[src/rtl/lsb_pkg.sv]
// Shared types and constants for the in-order load/store buffer.
package lsb_pkg;

  localparam int TAG_W  = 4;
  localparam int DATA_W = 32;

  // Tag value meaning "operand already present"
  localparam logic [TAG_W-1:0] TAG_NONE = '0;

  localparam logic OP_LOAD  = 1'b1;
  localparam logic OP_STORE = 1'b0;

  typedef struct packed {
    logic              valid;
    logic              op;
    logic [TAG_W-1:0]  qj;
    logic [DATA_W-1:0] vj;
    logic [TAG_W-1:0]  qk;
    logic [DATA_W-1:0] vk;
    logic [DATA_W-1:0] imm;
  } lsb_entry_t;

  // True when a pending operand tag is satisfied by the current CDB broadcast.
  function automatic logic tag_hit(input logic             cdb_valid,
                                   input logic [TAG_W-1:0] q,
                                   input logic [TAG_W-1:0] cdb_tag);
    return cdb_valid && (q != TAG_NONE) && (q == cdb_tag);
  endfunction

endpackage

[src/rtl/lsb_entry.sv]
// One load/store buffer slot: holds an op and snoops the CDB for its
// pending base/store-data operands, both at write time and while waiting.
module lsb_entry
  import lsb_pkg::*;
(
  input  logic              clk,
  input  logic              rst_n,
  input  logic              wr_en,
  input  lsb_entry_t        wr_data,
  input  logic              clr,
  input  logic              cdb_valid,
  input  logic [TAG_W-1:0]  cdb_tag,
  input  logic [DATA_W-1:0] cdb_data,
  output lsb_entry_t        entry_o
);

  lsb_entry_t entry_q;
  lsb_entry_t entry_d;

  // Next state: new write (with same-cycle forwarding) or snoop on held contents, then dispatch clear
  always_comb begin
    entry_d = wr_en ? wr_data : entry_q;
    if (wr_en) begin
      entry_d.valid = 1'b1;
    end
    // The same capture rule covers an incoming op and a resident one
    if (entry_d.valid) begin
      if (tag_hit(cdb_valid, entry_d.qj, cdb_tag)) begin
        entry_d.vj = cdb_data;
        entry_d.qj = TAG_NONE;
      end
      if (tag_hit(cdb_valid, entry_d.qk, cdb_tag)) begin
        entry_d.vk = cdb_data;
        entry_d.qk = TAG_NONE;
      end
    end
    // A slot is never written and dispatched in the same cycle (full blocks issue),
    // but let the write win defensively.
    if (clr && !wr_en) begin
      entry_d.valid = 1'b0;
    end
  end

  // Slot register with synchronous active-low reset
  always_ff @(posedge clk) begin
    if (!rst_n) begin
      entry_q <= '0;
    end else begin
      entry_q <= entry_d;
    end
  end

  assign entry_o = entry_q;

endmodule

[src/rtl/load_store_buffer.sv]
// In-order load/store buffer sitting in front of the Memory unit.
// Circular FIFO of lsb_entry slots; only the head may dispatch, so program
// order is kept strictly and a stalled head blocks everything behind it.
module load_store_buffer
  import lsb_pkg::*;
#(
  parameter int DEPTH    = 4,
  parameter int TAG_BASE = 8
) (
  input  logic              clk,
  input  logic              rst_n,
  input  logic              issue_valid,
  output logic              issue_ready,
  input  logic              issue_op,
  input  logic [TAG_W-1:0]  issue_qj,
  input  logic [DATA_W-1:0] issue_vj,
  input  logic [TAG_W-1:0]  issue_qk,
  input  logic [DATA_W-1:0] issue_vk,
  input  logic [DATA_W-1:0] issue_imm,
  output logic [TAG_W-1:0]  issue_tag,
  input  logic              cdb_valid,
  input  logic [TAG_W-1:0]  cdb_tag,
  input  logic [DATA_W-1:0] cdb_data,
  output logic              mem_req,
  input  logic              mem_available,
  output logic              mem_op,
  output logic [DATA_W-1:0] mem_base,
  output logic [DATA_W-1:0] mem_offset,
  output logic [DATA_W-1:0] mem_wdata,
  output logic [TAG_W-1:0]  mem_tag
);

  localparam int PTR_W = (DEPTH > 1) ? $clog2(DEPTH) : 1;
  localparam int CNT_W = $clog2(DEPTH + 1);

  logic [PTR_W-1:0] head_q, head_d;
  logic [PTR_W-1:0] tail_q, tail_d;
  logic [CNT_W-1:0] count_q, count_d;

  lsb_entry_t entries [DEPTH];
  lsb_entry_t issue_entry;
  lsb_entry_t head_entry;
  logic       enq;
  logic       deq;

  // Full check uses registered count only, so a pop cannot make room in the same cycle
  assign issue_ready = (count_q != CNT_W'(DEPTH));
  assign issue_tag   = TAG_W'(TAG_BASE) + TAG_W'(tail_q);
  assign enq         = issue_valid && issue_ready;

  assign issue_entry = '{valid: 1'b1, op: issue_op, qj: issue_qj, vj: issue_vj,
                         qk: issue_qk, vk: issue_vk, imm: issue_imm};

  genvar gi;
  generate
    for (gi = 0; gi < DEPTH; gi++) begin : g_entry
      localparam logic [PTR_W-1:0] IDX = PTR_W'(gi);
      lsb_entry u_entry (
        .clk       (clk),
        .rst_n     (rst_n),
        .wr_en     (enq && (tail_q == IDX)),
        .wr_data   (issue_entry),
        .clr       (deq && (head_q == IDX)),
        .cdb_valid (cdb_valid),
        .cdb_tag   (cdb_tag),
        .cdb_data  (cdb_data),
        .entry_o   (entries[gi])
      );
    end
  endgenerate

  assign head_entry = entries[head_q];

  // Stores also need their data operand; loads ignore qk
  assign mem_req = head_entry.valid && (head_entry.qj == TAG_NONE) &&
                   ((head_entry.op == OP_LOAD) || (head_entry.qk == TAG_NONE));
  assign deq     = mem_req && mem_available;

  // Head fields go out unconditionally; they only change on dispatch or snoop of a pending head
  assign mem_op     = head_entry.op;
  assign mem_base   = head_entry.vj;
  assign mem_offset = head_entry.imm;
  assign mem_wdata  = head_entry.vk;
  assign mem_tag    = TAG_W'(TAG_BASE) + TAG_W'(head_q);

  // Pointer and occupancy update; pointers wrap naturally since DEPTH is a power of two
  always_comb begin
    head_d  = head_q + PTR_W'(deq);
    tail_d  = tail_q + PTR_W'(enq);
    count_d = count_q;
    case ({enq, deq})
      2'b10:   count_d = count_q + CNT_W'(1);
      2'b01:   count_d = count_q - CNT_W'(1);
      default: count_d = count_q;
    endcase
  end

  // Control registers with synchronous active-low reset
  always_ff @(posedge clk) begin
    if (!rst_n) begin
      head_q  <= '0;
      tail_q  <= '0;
      count_q <= '0;
    end else begin
      head_q  <= head_d;
      tail_q  <= tail_d;
      count_q <= count_d;
    end
  end

endmodule
[config.mk]
export PLATFORM = sky130hd
export DESIGN_NAME = load_store_buffer
export DESIGN_NICKNAME = d
export VERILOG_FILES = /design/src/rtl/lsb_pkg.sv /design/src/rtl/lsb_entry.sv /design/src/rtl/load_store_buffer.sv
export SDC_FILE = /design/constraint.sdc
export NUM_CORES = 1
export LEC_CHECK = 0
export CAP_MARGIN = 20
export CELL_PAD_IN_SITES_DETAIL_PLACEMENT = 1
export CELL_PAD_IN_SITES_GLOBAL_PLACEMENT = 2
export CORE_MARGIN = 8
export CORE_UTILIZATION = 40
export CTS_CLUSTER_DIAMETER = 40
export DETAILED_ROUTE_END_ITERATION = 16
export PLACE_DENSITY = 0.83
export REMOVE_ABC_BUFFERS = 1
export SLEW_MARGIN = 20
export SYNTH_ARGS = -nofsm -noshare
export SYNTH_HDL_FRONTEND = slang
export SYNTH_HIERARCHICAL = 1
export SYNTH_SLANG_ARGS = --single-unit
[constraint.sdc]
create_clock -name clk -period 4.45 [get_ports clk]
set_input_delay 0.89 -clock clk [delete_from_list [all_inputs] [get_ports clk]]
set_output_delay 0.89 -clock clk [all_outputs]
set_load 0.03 [all_outputs]
==> results of run 1 <==
==> metal layers <==
layer | up-vias | wire (µm) | GRT usage
li1 | 8029 | - | -
met1 | 8688 | 30100 | 0.260
met2 | 383 | 35100 | 0.377
met3 | 129 | 4140 | 0.0598
met4 | 10 | 1910 | 0.0750
met5 | - | 67 | 0
==> stage by stage <==
stage | TNS, ns | power, mW
6_report | 0 | 12.8
5_1_grt | 0 | 13.3
4_1_cts | 0 | 13.0
3_5_place_dp | 0 | 6.36
3_3_place_gp | 0 | 6.30
2_1_floorplan | -3706.14 | 5.66
==> area by class of cell <==
| cell class | count | share of cell area |
|---|---|---|
| clock buffers | 99 | 0.0804 |
| inverters | 5 | 0.000664 |
| clock inverters | 55 | 0.0229 |
| well taps | 756 | 0.0335 |
| multi-input cells | 1481 | 0.452 |
| flip-flops and latches | 431 | 0.306 |
| repair buffers | 294 | 0.105 |
| diodes | 6 | 0.000531 |
==> flip-flops by register name, indices dropped and copies added (netlist names) <==
name	count
g_entry.u_entry/entry_o	424
count_q	3
head_q	2
tail_q	2
==> cell usage in the layout, fill, tap and decap left out, types with 8 or more instances in the layout <==
cell type        Yosys  final
buf_12              17     10
clkbuf_16            0     87
mux2i_1            404    404
xnor2_1             41     41
bufinv_16            0     11
dfxtp_1            431    429
and3_1              13     12
nor2_1              15     15
a21oi_1             12     12
buf_4               12     36
mux2_2              12     12
nor2b_1            140    140
and3b_1             20     20
nor4_1              10     10
nand2b_1           256    256
nand2_1            139    139
clkinv_2             0     18
o211ai_1           256    256
clkinvlp_4           0      9
clkdlybuf4s50_1      0    247
a22o_1               8      8
mux4_2              98     98
nor3_1              10      9
==> power groups by stage <==
stage | clock network, mW | logic, mW | registers [mW]
6_report | 6.53 | 1.99 | 4.29
5_1_grt | 6.86 | 2.14 | 4.32
4_1_cts | 6.66 | 2.02 | 4.29
3_5_place_dp | 0 | 2.00 | 4.36
3_3_place_gp | 0 | 1.95 | 4.35
2_1_floorplan | 0 | 1.32 | 4.33
==> worst max path at each step <==
stage                 from                              end  slack, ns
2_1_floorplan  issue_valid  g_entry[1].u_entry/entry_o[100]     -11.58
3_3_place_gp   issue_valid   g_entry[2].u_entry/entry_o[49]       0.57
3_5_place_dp   issue_valid   g_entry[2].u_entry/entry_o[49]       0.48
4_1_cts          head_q[0]                    mem_wdata[19]       0.26
5_1_grt          head_q[0]                     mem_wdata[1]       0.19
6_report         head_q[0]                   mem_offset[31]       0.37
==> cell families (layout without fill, tap and decap cells) <==
logic type	count (synthesis)	count (layout)	synth area share
AND/OR/NAND/NOR	618	618	0.157
flip-flops	431	431	0.383
other	2	10	0.000333
buffers and inverters	204	453	0.0538
AO/OA/AOI/OAI	292	292	0.0980
XOR/XNOR	44	44	0.0171
multiplexers	519	519	0.289
adder cells (fa/ha/maj)	4	4	0.00255
==> worst min-delay path: cells and delay by family (launching register included) <==
| kind | cells | cell delay, ns |
|---|---|---|
| DFF | 1 | 0.31 |
| AOI/OAI and AO/OA | 2 | 0.14 |
==> out/qor.csv, run 1 <==
metric;value;unit
Max Cap Viol;0;
RR Endpoint;g_entry[2].u_entry/entry_o[49];
slew margin rel.;0.259;
Max Clock Freq;245;MHz
reg-to-reg slack, setup;1.23;ns
Synth area leaders;dfxtp_1, mux2i_1, mux4_2, o211ai_1, nand2b_1;
Post-DRT Antenna Nets;0;
fin area;28300;µm²
pre-CTS WS;0.484;ns
crit-path max FO;39;
sequential area share after synthesis;0.383;
largest net degree at the start of global routing;146;
drt total wl;71300;µm
crit path DAT;3.19;ns
Hold Path Origin;count_q[2];
Initial DRT Pass Iterations;5;
Async S/R FF share, synth;0;
FF-to-FF Start;count_q[0];
Synth-to-Final Area Change;25.5;%
area occupied by multi-input gates;12800;µm²
Core Region;56100;µm²
Synth top cells by count;dfxtp_1, mux2i_1, nand2b_1, o211ai_1, nor2b_1;
CP top delay family;buffers and inverters;
filler instances;5897;
Distinct cells, synth;43;
Clk pwr share;0.509;
Starting Density;0.402;
sw frac;0.271;
first-pass GRT wire length;111000;µm
clock latency on the worst-skew pair;0.61;ns
RePlAce Congestion;0.782;
WHS Path Cells;2;
Max Slew Vio Count;0;
WP data required;3.56;ns
post-layout min period;4.08;ns
most frequent cell after synthesis;dfxtp_1;
Worst setup EP type;output pin;
Most used DFF post-synth;dfxtp_1;
Critical Path Max Stage Delay;0.97;ns
worst setup margin;0.365;ns
Synth Cell Area;22500;µm²
port bufs;248;
Finish-stage setup viols;0;
Power Density;453;nW/µm²
CTS Sinks;431;
Max Clock Skew;0.0226;ns
layout cells sized above 1;0.137;
clock transition at the registers of the reported paths;0.05;ns
post-CTS sizing;0;
cell-internal power;9.35;mW
area leader, netlist;dfxtp_1;
Seq pwr share;0.335;
combinational share of power;0.156;
# Post-CTS Setup Buffers;0;
final net count;2448;
Root Buffer;clkbuf_16;
Die W;253;µm
maximum buffer depth of the clock tree;3;
Stages on worst setup path;3;
row count;87;
CP Launch Type;register;
CTS buffer count;85;
maximum vdd drop;0.000310;V
CP Buf/Inv Count;2;
Post-synth EDFFs;0;
post-layout util;0.504;
Tcrit/Tclk final;0.918;
number of global-route vias before repair;19100;
Psw;3.47;mW
Top Ports;253;
# hold bufs at CTS;0;
share of the synthesized area in the top cell type;0.383;
slowest stage cell, crit path;dfxtp_4;
GRT Util Overall;0.219;
DRC;0;
Initial DRC Count;828;
H-tree level count;3;
die height;253;µm
final hold slack;0.495;ns
Via density;5.51;
status;completed;
hold endpoint;count_q[2];
Crit Path Category;register to output pin;
Post-DP Area;25300;µm²
Tightest Hold Check Type;register to register;
CTS tree;built;
worst r2r path cells;10;
initial antenna violation count;10;
Placed Instances;2967;
Final Hold Viols;0;
FF+latch area;8640;µm²
FF+latch count, synth;431;
Lkg Pwr;11.2;nW
GR Overflow Total;0;
Non-Filler Instances;3127;
Die ar.;64200;µm²
Synth Area per Inst;10.7;µm²
Routed wire per std cell;22.8;µm
synth warn;6;
Critical Path, Cell by Cell;buf_4, mux4_2, clkdlybuf4s50_1;
HPWL Detailed;44700;µm
Mapped Cells;2114;
RSZ-0062 raised after global routing;false;
Worst Max-Slew Pin Slew;1.11;ns
vias;17200;
(Power assumes the default switching activity.)
==> run 2: changes to the inputs <==
--- a/config.mk
+++ b/config.mk
@@ -9,10 +9,11 @@
 export CELL_PAD_IN_SITES_DETAIL_PLACEMENT = 1
 export CELL_PAD_IN_SITES_GLOBAL_PLACEMENT = 2
 export CORE_MARGIN = 8
-export CORE_UTILIZATION = 40
+export CORE_UTILIZATION = 41
+export CTS_BUF_LIST = sky130_fd_sc_hd__clkbuf_8
 export CTS_CLUSTER_DIAMETER = 40
 export DETAILED_ROUTE_END_ITERATION = 16
-export PLACE_DENSITY = 0.83
+export PLACE_DENSITY = 0.84
 export REMOVE_ABC_BUFFERS = 1
 export SLEW_MARGIN = 20
 export SYNTH_ARGS = -nofsm -noshare
==> run 2 against run 1 <==
  * Clock skew up 0.0041 ns
  * Power fell by 14%
  * Clock power fell by 27%
  * Via count fell by 0.18%
  * Die area shrank 2.3%
  * Combinational power hardly changed
==> out/qor.csv, run 2 (same netlist as run 1, synthesis figures left out) <==
metric;value;unit;change
status;completed;;
CP top delay family;buffers and inverters;;
max reg flops;424;;unchanged
Worst setup EP type;output pin;;
post-CTS sizing;0;;unchanged
CTS buffer count;91;;+7.1%
Max Clock Freq;246;MHz;+0.64%
Psw;3.11;mW;-10%
Setup crit end;mem_base[24];;
slew margin rel.;0.295;;+0.0363
worst r2r path cells;9;;-1
CP Launch Type;register;;
WP data required;3.56;ns;about the same
sw frac;0.282;;+0.0112
cell-internal power;7.92;mW;-15%
Root Buffer;clkbuf_8;;
Crit Path Category;register to output pin;;
commonest cells after routing, fill and taps aside;dfxtp_1, mux2i_1, nand2b_1, o211ai_1, clkdlybuf4s50_1;;
Synth-to-Final Area Change;21.5;%;
Routed wire per std cell;23.0;µm;+0.79%
first-pass GRT wire length;110000;µm;-0.52%
H-tree level count;3;;unchanged
leading cell type in the layout, fill and taps excluded;dfxtp_1;;
crit path DAT;3.17;ns;-0.02 ns
CTS Sinks;431;;unchanged
clock latency on the worst-skew pair;0.66;ns;+0.05 ns
worst setup margin;0.391;ns;+0.0258 ns
Final Hold Viols;0;;unchanged
# Post-CTS Setup Buffers;0;;unchanged
maximum vdd drop;0.000257;V;-17%
Die W;250;µm;-1.2%
Critical Path, Cell by Cell;buf_4, mux4_2, clkdlybuf4s50_1;;
Clk pwr share;0.431;;-0.078
Max Slew Vio Count;0;;unchanged
drt total wl;70900;µm;-0.56%
pre-CTS WS;0.407;ns;-0.0773 ns
RSZ-0062 raised after global routing;false;;
row count;86;;-1.1%
die height;250;µm;-1.2%
start point of the critical path;head_q[0];;
GR Overflow Total;0;;unchanged
largest net degree at the start of global routing;141;;-3.4%
Tightest Hold Check Type;register to register;;
HPWL Detailed;45300;µm;+1.2%
fin area;27400;µm²;-3.1%
layout cells sized above 1;0.138;;+0.00147
Tcrit/Tclk final;0.912;;-0.00580
clock transition at the registers of the reported paths;0.06;ns;about the same
Post-DRT Antenna Nets;0;;unchanged
Seq pwr share;0.388;;+0.053
Die ar.;62700;µm²;-2.3%
slowest stage cell, crit path;dfxtp_4;;
Top Ports;253;;unchanged
Critical Path Max Stage Delay;0.88;ns;-0.09 ns
# hold bufs at CTS;0;;unchanged
Max Clock Skew;0.0266;ns;+0.00409 ns
FF-to-FF Start;head_q[0];;
port bufs;248;;unchanged
Initial DRC Count;767;;-7.4%
Core Region;54700;µm²;-2.5%
GRT Util Overall;0.221;;+0.00213
Finish-stage setup viols;0;;unchanged
Stages on worst setup path;3;;unchanged
RR Endpoint;count_q[2];;
RePlAce Congestion;0.762;;-2.5%
Initial DRT Pass Iterations;5;;unchanged
reg-to-reg slack, setup;1.18;ns;-0.05 ns
crit-path max FO;34;;-13%
vias;17200;;-0.18%
Power Density;403;nW/µm²;-11%
Max Cap Viol;0;;unchanged
Via density;5.58;;+1.2%
combinational share of power;0.181;;+0.025
final net count;2456;;+0.33%
DRC;0;;unchanged
CTS tree;built;;
Post-DP Area;25300;µm²;about the same
filler instances;5806;;-1.5%
Lkg Pwr;10.9;nW;-2.6%
initial antenna violation count;8;;-2
post-layout min period;4.06;ns;-0.0258 ns
number of global-route vias before repair;18900;;-0.79%
maximum buffer depth of the clock tree;3;;unchanged
Starting Density;0.412;;+0.0103
Worst Max-Slew Pin Slew;1.06;ns;-0.0543 ns
CP Buf/Inv Count;2;;unchanged
[run 2: power groups by stage]
stage / registers [mW] / clock network [mW] / logic [mW]
CTS: 4.29 / 4.89 / 2.02
floorplan: 4.33 / 0 / 1.32
global route: 4.31 / 5.08 / 2.14
detailed placement: 4.36 / 0 / 2.01
finish: 4.28 / 4.75 / 1.99
global placement: 4.35 / 0 / 1.96
[run 2: worst min path at each step]
stage	from	endpoint	cells past startpoint
2_1_floorplan	count_q[2]	count_q[2]	2
3_3_place_gp	count_q[2]	count_q[2]	2
3_5_place_dp	count_q[2]	count_q[2]	2
4_1_cts	count_q[2]	count_q[2]	2
5_1_grt	g_entry[3].u_entry/entry_o[19]	g_entry[3].u_entry/entry_o[19]	2
6_report	count_q[2]	count_q[2]	2
[run 2: area by class of cell]
type / instances / area [µm²] / area share
diodes: 5 / 12.5 / 0.000457
clock inverters: 50 / 507 / 0.0185
flip-flops and latches: 431 / 8640 / 0.315
well taps: 704 / 881 / 0.0322
inverters: 5 / 18.8 / 0.000685
multi-input cells: 1481 / 12800 / 0.466
repair buffers: 296 / 3000 / 0.110
clock buffers: 113 / 1560 / 0.0568
[run 2: routing by layer]
layer | global-route usage | part of all wire
met1 | 0.260 | 0.42
met2 | 0.385 | 0.50
met3 | 0.0594 | 0.059
met4 | 0.0737 | 0.025
met5 | 0 | 0.00055
[run 2: worst reg2reg max path, delay by kind of cell, from the launching register on]
family	cells	cell delay [ns]
adder cells (fa/ha/maj)	2	0.41
flip-flops	1	0.88
multiplexers	1	0.81
buffers and inverters	1	0.08
AO/OA/AOI/OAI	2	0.48
AND/OR/NAND/NOR	2	0.44
XOR/XNOR	1	0.08
[run 2: through the flow]
| step | util | instances | hold WS (ns) | setup TNS, ns | power (mW) |
|---|---|---|---|---|---|
| floorplan | - | 1917 | 0.465 | -3706.14 | 5.66 |
| global placement | 0.463 | 2916 | 0.484 | 0 | 6.30 |
| detailed placement | 0.463 | 2917 | 0.502 | 0 | 6.37 |
| CTS | 0.501 | 3080 | 0.511 | 0 | 11.2 |
| global route | 0.501 | 3083 | 0.533 | 0 | 11.5 |
| finish | 0.501 | 3085 | 0.507 | 0 | 11.0 |
